--- src/rtl/decode_stage_p.sv ---
// Decode stage: GPR file with write-through reads, jump/branch resolution in decode,
// load-use hazard bubbles, wrong-path squash and a valid-tagged decode/execute register.
module decode_stage_p #(
  parameter int unsigned DATA_W   = 16,
  parameter int unsigned ADDR_W   = 3,
  parameter int unsigned LINK_REG = 7
) (
  input  logic              clk,
  input  logic              rst,
  input  logic              in_valid,
  output logic              in_ready,
  input  logic [ADDR_W-1:0] rs_addr,
  input  logic [ADDR_W-1:0] rt_addr,
  input  logic              uses_rs,
  input  logic              uses_rt,
  input  logic [10:0]       imm,
  input  logic [1:0]        imm_sel,
  input  logic              b_imm,
  input  logic              fwd_rs,
  input  logic              fwd_rt,
  input  logic [DATA_W-1:0] fwd_rs_data,
  input  logic [DATA_W-1:0] fwd_rt_data,
  input  logic [DATA_W-1:0] pc_next,
  input  logic              branch,
  input  logic              jump,
  input  logic              link,
  input  logic              base_pc,
  input  logic              off_long,
  input  logic [1:0]        cond,
  input  logic              ex_load,
  input  logic [ADDR_W-1:0] ex_wr_addr,
  input  logic              wr_en,
  input  logic [ADDR_W-1:0] wr_addr,
  input  logic [DATA_W-1:0] wr_data,
  input  logic              stall,
  input  logic              flush,
  output logic              redirect,
  output logic [DATA_W-1:0] target,
  output logic              out_valid,
  output logic [DATA_W-1:0] out_a,
  output logic [DATA_W-1:0] out_b
);

  localparam int unsigned NumRegs = 2 ** ADDR_W;
  localparam logic [ADDR_W-1:0] LinkAddr = ADDR_W'(LINK_REG);

  logic [DATA_W-1:0] regs [NumRegs];
  logic              squash_q;

  logic [DATA_W-1:0] rs_op, rt_op, ext_imm, offset, base;
  logic              haz, conflict, go, cond_true;

  // Operand read: forward beats write-through beats the stored value.
  always_comb begin
    rs_op = regs[rs_addr];
    if (wr_en && wr_addr == rs_addr) rs_op = wr_data;
    if (fwd_rs) rs_op = fwd_rs_data;
    rt_op = regs[rt_addr];
    if (wr_en && wr_addr == rt_addr) rt_op = wr_data;
    if (fwd_rt) rt_op = fwd_rt_data;
  end

  always_comb begin
    ext_imm = '0;
    unique case (imm_sel)
      2'b00:   ext_imm = {{(DATA_W-5){imm[4]}}, imm[4:0]};
      2'b01:   ext_imm = {{(DATA_W-8){imm[7]}}, imm[7:0]};
      2'b10:   ext_imm = {{(DATA_W-11){imm[10]}}, imm[10:0]};
      default: ext_imm = {{(DATA_W-8){1'b0}}, imm[7:0]};
    endcase
  end

  always_comb begin
    offset = off_long ? {{(DATA_W-11){imm[10]}}, imm[10:0]} : {{(DATA_W-8){imm[7]}}, imm[7:0]};
    base   = base_pc ? pc_next : rs_op;
    target = base + offset;
    cond_true = 1'b0;
    unique case (cond)
      2'b00:   cond_true = (rs_op == '0);
      2'b01:   cond_true = (rs_op != '0);
      2'b10:   cond_true = rs_op[DATA_W-1];
      default: cond_true = ~rs_op[DATA_W-1];
    endcase
  end

  always_comb begin
    haz = in_valid & ex_load &
          ((uses_rs & (ex_wr_addr == rs_addr)) | (uses_rt & (ex_wr_addr == rt_addr)));
    // Link write needs the single register write port, so wait for writeback to go idle.
    conflict = link & jump & wr_en;
    in_ready = squash_q ? ~stall : (~stall & ~haz & ~conflict);
    go       = in_valid & in_ready & ~squash_q;
    redirect = ~rst & go & (jump | (branch & cond_true));
  end

  always_ff @(posedge clk) begin
    if (rst) begin
      for (int i = 0; i < NumRegs; i++) regs[i] <= '0;
    end else begin
      if (wr_en) regs[wr_addr] <= wr_data;
      if (go && jump && link) regs[LinkAddr] <= pc_next;
    end
  end

  always_ff @(posedge clk) begin
    if (rst) begin
      squash_q <= 1'b0;
    end else if (redirect) begin
      squash_q <= 1'b1;
    end else if (squash_q && !stall) begin
      squash_q <= 1'b0;
    end
  end

  always_ff @(posedge clk) begin
    if (rst) begin
      out_valid <= 1'b0;
      out_a     <= '0;
      out_b     <= '0;
    end else if (flush) begin
      out_valid <= 1'b0;
    end else if (!stall) begin
      out_valid <= go;
      if (go) begin
        out_a <= rs_op;
        out_b <= b_imm ? ext_imm : rt_op;
      end
    end
  end

endmodule

--- config.mk ---
export PLATFORM = sky130hd
export DESIGN_NAME = decode_stage_p
export DESIGN_NICKNAME = d
export VERILOG_FILES = /design/src/rtl/decode_stage_p.sv
export SDC_FILE = /design/constraint.sdc
export NUM_CORES = 1
export LEC_CHECK = 0
export BUFFER_PORTS_ARGS = -buffer_cell sky130_fd_sc_hd__buf_2
export CORE_AREA = 5 5 176 178
export DETAILED_ROUTE_END_ITERATION = 7
export DIE_AREA = 0 0 181 183
export GPL_TIMING_DRIVEN = 0
export PLACE_DENSITY_LB_ADDON = 0.05
export SYNTH_ARGS = -nofsm -noshare
export SYNTH_HDL_FRONTEND = slang
export SYNTH_SLANG_ARGS = --single-unit
--- constraint.sdc ---
create_clock -name clk -period 8 [get_ports clk]
set_clock_uncertainty 0.2 [all_clocks]
set_input_delay 1.6 -clock clk [delete_from_list [all_inputs] [get_ports clk]]
set_output_delay 1.6 -clock clk [all_outputs]
set_load 0.05 [all_outputs]
==> impl_results.md <==
- Outcome: finished clean
- Share of layout cells above drive strength 1: 0.268
- Final period utilization: 0.967
- Synth unique cells: 56
- Die area: 33100 um2
- CTS Hold Buffers Added: 0
- Sequential area share after synthesis: 0.449
- Syn nets: 1008
- Final setup fails: 0
- Htree depth: 4
- WHS: 0.254 ns
- DR DRC count: 0
- Cell area after synthesis: 10100 um2
- Ant diodes: 0
- Die width: 181 um
- Synth area leaders: edfxtp_1 (38%), mux4_2 (10%), and2_1 (7.0%)
- Final Hold Viols: 0
- Vias: 7810
- Routed Antenna Nets: 0
- Clk sinks: 162
- Largest net degree at the start of global routing: 20
- Placed instance area: 11300 um2
- Cell Pwr Density: 201 nW/um2
- TritonCTS Buffers: 17
- First-pass GRT wire length: 52.5 mm
- HP Class: register to register
- Worst setup SP type: primary input
- CP Data Arrival Time: 5.94 ns
- Core Region: 29200 um2
- DPL Wire Length: 28.2 mm
- Die Height: 183 um
- Clk Latency, worst-skew pair: 0.44 ns
- Total gr overflow: 0
- Maxcap violations: 0
- Mapped Cells: 884
- Async set or reset register ratio after synthesis: 0
- Crit Path Max Fanout: 10
- Area growth, synth to finish: 18.1%
- Crit path time final: 7.74 ns
- Antenna violations before repair: 0
- Setup crit end kind: output port
- Yosys warns: 0
- CTS tree: yes
- Final slew viol count: 0
- Post-synth EDFFs: 128
- Placement Rows: 63
- Req. time, crit path: 6.20 ns
- Largest area contributor in the netlist: edfxtp_1
- Worst Hold Depth: 2
- Leakage Power: 4.63 nW
- Relative slew slack: 0.341
- Post-layout nets: 1174
- Longest Clk Path Bufs: 2
- GP Congestion: 0.869
- Clock Pin Slew Worst Setup and Hold Paths: 0.07 ns
- Finished Cell Area: 11900 um2
- Vias in the first global route: 7838
- Drt via density: 5.38
- Worst vdd ir: 0.138 mV
- Most used DFF post-synth: edfxtp_1
- Synth top area share: 0.382
- Starting DRC count in detailed routing: 608
- Synth Area per Inst: 11.4 um2
- Slew @ Worst Pin: 0.981 ns
- Initial Utilization: 0.344
- Fmax: 0.129 GHz
- IO buf count: 148
- Yosys reg bits: 162
- Fin util: 0.407
- Synth cell count leaders: edfxtp_1 (128), and2_1 (112), nor2_1 (82)
- Most common cell in the netlist: edfxtp_1
- Worst R2R Path Depth: 8
- Final wirelength: 35.9 mm
- Clock root buffer: clkbuf_16
- Setup CP Type: primary input to output port
- Tot GR Track Use: 0.214
- # IOs: 159
- Per-cell routed wire length: 24.7 um
- DR pass1 iterations: 5
## metrics by stage
step / power, mW / instances / setup TNS, ns / setup WS [ns]
final: 2.39 / 1452 / 0 / 0.261
after global routing: 2.48 / 1452 / -0.0215 / -0.0215
after CTS: 2.40 / 1452 / 0 / 0.0243
after detailed placement: 1.59 / 1422 / -2.35 / -0.540
after global placement: 1.59 / 1422 / -2.57 / -0.549
after floorplan: 1.39 / 884 / 0 / 0.590
## state kept, by name, indices dropped and copies added (netlist names)
name and flops:
out_a 16, out_b 16, out_valid 1, regs 128, squash_q 1
## where the power goes
group	total, mW	internal (mW)	switching [mW]
clock network	0.815	0.415	0.400
logic	0.598	0.205	0.393
registers	0.980	0.956	0.0241
total	2.39	1.58	0.817
## cells by family (layout without fill, tap and decap cells)
family / after synthesis / count (layout) / synth area share
AO/OA/AOI/OAI: 163 / 163 / 0.106
XOR/XNOR: 24 / 24 / 0.0209
adder cells (fa/ha/maj): 16 / 16 / 0.0206
multiplexers: 110 / 110 / 0.197
AND/OR/NAND/NOR: 322 / 322 / 0.164
buffers and inverters: 87 / 265 / 0.0419
flip-flops: 162 / 162 / 0.449
## critical path, cell delays in order
cell and delay, ns:
buf_2 0.23, xnor2_1 0.15, nand4_1 0.21, buf_2 0.27, clkbuf_2 0.22, a211oi_1 0.32, a21oi_2 0.11, mux2i_1 0.16
ha_1 0.22, inv_1 0.07, fa_1 0.43, nor2b_1 0.12, o21ai_0 0.13, a21boi_2 0.30, o211ai_1 0.16, a21oi_1 0.21
nor3_1 0.11, o41ai_2 0.35, a21oi_1 0.14, xnor2_1 0.15, clkbuf_4 0.25
## cell type report
cell class | instances | area [um2]
Inverter | 17 | 63.8
Clock inverter | 14 | 135
Buffer | 68 | 347
Fill cell | 2945 | 17300
Clock buffer | 17 | 425
Timing Repair Buffer | 149 | 753
Sequential cell | 162 | 4520
Tap cell | 390 | 488
Multi-Input combinational cell | 635 | 5160
## cells in the final DEF, fill, tap and decap left out, types with 17 or more instances in the layout
cell type,Yosys,final
buf_2,16,161
mux4_2,45,46
a211oi_1,24,24
inv_1,17,17
o21ai_0,42,41
xnor2_1,22,22
dfxtp_1,34,34
nor3_1,22,22
a21oi_1,41,39
nor2_1,82,82
edfxtp_1,128,128
mux4_1,19,18
clkbuf_16,0,17
and2_1,112,112
nand2_1,58,58
mux2i_1,34,33
clkbuf_1,36,34
## worst paths after layout
path         startpoint  slack (ns)    endpoint
max          rs_addr[1]        0.26  target[14]
min            out_b[9]        0.25    out_b[9]
max reg2reg  regs[0][4]        5.14    squash_q
min reg2reg    out_b[9]        0.25    out_b[9]
## timing repair
| action | in CTS | in global routing |
|---|---|---|
| pin swaps | 0 | 3 |
| gates resized for setup | 3 | 11 |
| endpoints found under the setup margin | 8 | 4 |
| endpoints found under the hold margin | 0 | 0 |
| setup buffers | 0 | 1 |
## layer usage
metal | GRT usage | share of wire
met3 | 0.0369 | 0.053
met1 | 0.299 | 0.46
met4 | 0.0540 | 0.018
met2 | 0.349 | 0.46
met5 | 0 | 0
(Power assumes the default switching activity.)
